File: src/rtl/xif_copro_pkg.sv
// Shared types for the XIF coprocessor issue buffer.
// Entry state encoding and the stored entry bundle.
package xif_copro_pkg;

   localparam int unsigned XIF_ID_WIDTH = 4;

   typedef enum logic [1:0] {
      ST_FREE      = 2'd0,
      ST_PENDING   = 2'd1,
      ST_COMMITTED = 2'd2,
      ST_KILLED    = 2'd3
   } entry_state_e;

   typedef struct packed {
      logic [31:0]             instr;
      logic [XIF_ID_WIDTH-1:0] id;
      logic [31:0]             rs1;
      logic [31:0]             rs2;
      entry_state_e            state;
   } issue_entry_t;

endpackage

File: src/rtl/xif_copro_issue_buffer.sv
// In-order buffer holding offloaded instructions until commit/kill,
// then dispatching committed ones to the coprocessor execution unit.
module xif_copro_issue_buffer
   import xif_copro_pkg::*;
#(
   parameter int unsigned DEPTH      = 4,
   parameter int unsigned X_ID_WIDTH = XIF_ID_WIDTH
) (
   input  logic                        clk_i,
   input  logic                        rst_ni,
   input  logic                        issue_valid_i,
   output logic                        issue_ready_o,
   input  logic [31:0]                 issue_instr_i,
   input  logic [X_ID_WIDTH-1:0]       issue_id_i,
   input  logic [31:0]                 issue_rs1_i,
   input  logic [31:0]                 issue_rs2_i,
   input  logic [1:0]                  issue_rs_valid_i,
   input  logic                        prd_accept_i,
   input  logic [1:0]                  prd_use_gprs_i,
   input  logic                        commit_valid_i,
   input  logic [X_ID_WIDTH-1:0]       commit_id_i,
   input  logic                        commit_kill_i,
   output logic                        ex_valid_o,
   input  logic                        ex_ready_i,
   output logic [31:0]                 ex_instr_o,
   output logic [X_ID_WIDTH-1:0]       ex_id_o,
   output logic [31:0]                 ex_rs1_o,
   output logic [31:0]                 ex_rs2_o,
   output logic [$clog2(DEPTH):0]      count_o,
   output logic                        empty_o,
   output logic                        full_o
);

   localparam int unsigned PW = $clog2(DEPTH);
   localparam int unsigned CW = PW + 1;

   issue_entry_t  mem [DEPTH];
   logic [PW-1:0] head;
   logic [PW-1:0] tail;
   logic [CW-1:0] count;

   logic         ops_ok;
   logic         push;
   logic         pop;
   logic         head_kill;
   issue_entry_t head_entry;
   issue_entry_t new_entry;

   assign count_o = count;
   assign full_o  = (count == CW'(DEPTH));
   assign empty_o = (count == '0);

   assign ops_ok = ((issue_rs_valid_i & prd_use_gprs_i) == prd_use_gprs_i);
   assign issue_ready_o = prd_accept_i ? (!full_o && ops_ok) : 1'b1;
   assign push = issue_valid_i && issue_ready_o && prd_accept_i;

   assign head_entry = mem[head];
   assign ex_valid_o = (head_entry.state == ST_COMMITTED);
   assign head_kill  = (head_entry.state == ST_KILLED);
   assign pop        = (ex_valid_o && ex_ready_i) || head_kill;

   assign ex_instr_o = ex_valid_o ? head_entry.instr : '0;
   assign ex_id_o    = ex_valid_o ? head_entry.id    : '0;
   assign ex_rs1_o   = ex_valid_o ? head_entry.rs1   : '0;
   assign ex_rs2_o   = ex_valid_o ? head_entry.rs2   : '0;

   // A commit naming the instruction being pushed resolves it on entry
   always_comb begin
      new_entry       = '0;
      new_entry.instr = issue_instr_i;
      new_entry.id    = issue_id_i;
      new_entry.rs1   = prd_use_gprs_i[0] ? issue_rs1_i : '0;
      new_entry.rs2   = prd_use_gprs_i[1] ? issue_rs2_i : '0;
      new_entry.state = ST_PENDING;
      if (commit_valid_i && (commit_id_i == issue_id_i)) begin
         new_entry.state = commit_kill_i ? ST_KILLED : ST_COMMITTED;
      end
   end

   always_ff @(posedge clk_i or negedge rst_ni) begin
      if (!rst_ni) begin
         for (int i = 0; i < DEPTH; i++) begin
            mem[i] <= '0;
         end
         head  <= '0;
         tail  <= '0;
         count <= '0;
      end else begin
         for (int i = 0; i < DEPTH; i++) begin
            if (commit_valid_i && (mem[i].state == ST_PENDING) &&
                (mem[i].id == commit_id_i)) begin
               mem[i].state <= commit_kill_i ? ST_KILLED : ST_COMMITTED;
            end
         end
         if (pop) begin
            mem[head].state <= ST_FREE;
            head            <= head + 1'b1;
         end
         if (push) begin
            mem[tail] <= new_entry;
            tail      <= tail + 1'b1;
         end
         count <= count + CW'(push) - CW'(pop);
      end
   end

endmodule
File: config.mk
export PLATFORM = sky130hd
export DESIGN_NAME = xif_copro_issue_buffer
export DESIGN_NICKNAME = d
export VERILOG_FILES = /design/src/rtl/xif_copro_pkg.sv /design/src/rtl/xif_copro_issue_buffer.sv
export SDC_FILE = /design/constraint.sdc
export NUM_CORES = 1
export LEC_CHECK = 0
export CAP_MARGIN = 40
export CELL_PAD_IN_SITES_DETAIL_PLACEMENT = 0
export CELL_PAD_IN_SITES_GLOBAL_PLACEMENT = 1
export CORE_AREA = 4 4 395 202
export CTS_BUF_LIST = sky130_fd_sc_hd__clkbuf_4 sky130_fd_sc_hd__clkbuf_8
export DETAILED_ROUTE_END_ITERATION = 10
export DIE_AREA = 0 0 399 206
export GPL_ROUTABILITY_DRIVEN = 1
export PLACE_DENSITY = 0.53
export SLEW_MARGIN = 20
export SYNTH_ARGS = -nofsm -noshare
export SYNTH_HDL_FRONTEND = slang
export SYNTH_SLANG_ARGS = --single-unit
File: constraint.sdc
create_clock -name clk_i -period 2.3 [get_ports clk_i]
set_input_delay 0.345 -clock clk_i [delete_from_list [all_inputs] [get_ports clk_i]]
set_output_delay 0.345 -clock clk_i [all_outputs]
set_load 0.005 [all_outputs]
==> results.yml <==
yosys:
  synthCells: 1875
  synth-edff-count: 0
  synth_seq_area_share_pct: 54.74
  synth_area_leaders: "dfrtp_1, nand2_1, mux4_2"
  synth_nets: 2001
  netlist_area_um2: 18970
  synth.distinct_cells: 37
  syn_avg_cell_area_um2: 10.12
  ys_warn_count: 0
  yosysTopAreaCell: "dfrtp_1"
  synth_top_cell_area_share_pct: 54.74
  synthFlopType: "dfrtp_1"
  synth-seq-cells: 415
  synthArstFlopShare_pct: 100.0
power:
  power_frac_comb_pct: 45.9
  pwr-share-seq_pct: 33.8
  p_leak_nw: 12.10
  p_sw_mw: 11.80
  power-per-cell-area_nw_per_um2: 1360
  ir_drop_v: 0.0005915
  pwr-share-clk_pct: 20.3
  netSwitchingFraction_pct: 33.28
  p_int_mw: 23.64
clocking:
  clock_latency_ns: 0.70
  cts_root_buf: "clkbuf_8"
  clkTransAtPathRegs_ns: 0.06
  htree_levels: 3
  clk_path_buf_depth: 3
  cts_buffers: 70
  cts_tree: "built"
  cts_sinks: 415
floorplanning:
  die_y_um: 206
  num_io_pins: 222
  std_cell_rows: 72
  die_area_um2: 82190
  die_w_um: 399
  core_um2: 76480
  start_util_pct: 24.81
run_status:
  status: "finished, violations left"
  violations: "setup timing"
finish:
  area_growth_pct: 37.32
  final_common_cell: "nand2_1"
  layout.cells.non_filler: 3308
  finish.utilization_pct: 34.06
  nNetsFinal: 2344
  final_cell_mix: "nand2_1, dfrtp_1, o21ai_0, clkdlybuf4s50_1, mux4_2"
  drive_gt1_share_pct: 26.76
  n_antenna_cell: 0
  final_area_um2: 26050
worst_setup_path:
  worstSetupPathType: "register to output port"
  cp-start-kind: "register"
  end_kind: "output port"
  required_ns: 1.96
  cp_max_fo: 6
  arrival_ns: 2.54
timing:
  setup_viol: 103
  period_share_pct: 125.6
  finalHoldViolations: 0
  fin_ws_ns: -0.5884
  report.final.slew_viol_count: 0
  timing.fmax_mhz: 346.2
  rsz0062_at_grt: "true"
  clock_skew_ns: 0.02889
  tightest_slew_ns: 0.5154
  slew_headroom_pct: 65.64
  min_period_ns: 2.888
place:
  dpl_cell_area_um2: 22910
  gp_congestion: 0.7485
  dp_hpwl_mm: 37.74
  place_ws_ns: -0.4054
  numPortBuffers: 221
  dpl.cell_count: 3075
routing:
  wl_per_cell_um: 18.73
  via_per_inst: 4.352
  drt-pass1-iter-count: 5
  dr_total_vias: 14400
  drcViolationCount: 0
  wirelength_mm: 61.96
  drtIter0Drc: 709
  drtAntennaViolNets: 0
global_route:
  grt_max_degree: 71
  grt_pass1_wl_mm: 94.22
  track_usage_pct: 15.07
  grt_pass1_vias: 15370
  grt_antenna_before_repair: 1
  overflow: 0
worst_hold_path:
  holdCritPathClass: "input pin to async pin"
run:
  drv_cap: 0
logic make-up (layout without fill, tap and decap cells):
kind of cell	count (synthesis)	in the layout	share of synthesized area, %
AOI/OAI and AO/OA	282	282	7.802
muxes	101	101	11.92
and+or+nand+nor	894	894	19.44
DFF	415	415	54.74
xor gates and xnor gates	24	24	1.108
adders and majority gates	11	11	0.7650
buffers and inverters	148	545	4.227
synth_stat cells (5+ instances only):
cell and number:
o21ai_0 198, nor2b_1 102, clkbuf_1 48, dfrtp_1 415, nand2_1 766, xnor2_1 12, buf_6 20, and2_1 7
ha_1 10, buf_4 6, inv_1 9, o21ai_1 62, xor2_1 12, buf_1 6, mux4_2 100, nor2_1 7
buf_2 59, a22o_1 5
per-layer routing:
metal | global-route usage, % | part of all wire (%) | up-vias
met4 | 3.496 | 1.6 | 2
li1 | - | - | 6891
met3 | 3.528 | 3.7 | 78
met5 | 0 | 0.013 | -
met1 | 21.78 | 51 | 7204
met2 | 22.87 | 44 | 223
sequential cells by signal, summed over array words and instances (netlist names):
| register | cells |
|---|---|
| count_o | 3 |
| head | 2 |
| mem | 408 |
| tail | 2 |
path summary, 6_finish.rpt:
path / from / end / slack, ns / cells past startpoint
worst max-delay path: head[0] / ex_instr_o[28] / -0.59 / 7
worst min-delay path: rst_ni / mem[153] / 0.17 / 2
worst max register to register: head[0] / count_o[2] / -0.32 / 13
worst min register to register: mem[70] / mem[70] / 0.47 / 2
max in group asynchronous: rst_ni / mem[113] / 1.31 / 3
min in group clk_i: issue_rs2_i[27] / mem[335] / 0.28 / 3
stage by stage:
step	hold slack (ns)	TNS [ns]	power, mW
after CTS	0.1007	-61.64	34.57
after detailed placement	0.3019	-26.62	24.12
after global routing	0.1139	-65.83	37.98
after floorplan	0.04941	0	18.79
final	0.1743	-51.17	35.44
after global placement	0.2887	-25.37	23.89
worst max-delay path: stages, from the launching register on:
cell     delay, ns
dfrtp_4       0.56
buf_12        0.17
buf_8         0.13
buf_12        0.13
buf_12        0.12
mux4_2        0.47
nor2b_4       0.15
buf_2         0.12
power by group through the flow:
stage	combinational, mW	sequential, mW	clock (mW)
final	16.3	12.0	7.20
after global placement	11.9	12.0	0
after global routing	17.7	12.3	7.90
after detailed placement	12.0	12.1	0
after floorplan	7.29	11.5	0
after CTS	15.0	12.0	7.57
what timing repair did:
action / CTS / global route
gates cloned: 8 / 5
hold endpoints to repair: 387 / 0
setup buffers: 64 / 36
pin swaps: 10 / 8
hold buffers: 1 / 0
gates resized for setup: 493 / 113
setup endpoints to repair: 106 / 104
area by class of cell:
class / instances / area (um2)
tap: 1036 / 1296
timing repair buffer: 410 / 4533
multi-input combinational: 1312 / 8303
sequential: 415 / 10390
fill: 7730 / 50430
clock inverter: 11 / 105.1
inverter: 9 / 33.78
clock buffer: 115 / 1389
No activity file was read; power rests on OpenSTA's default activity.
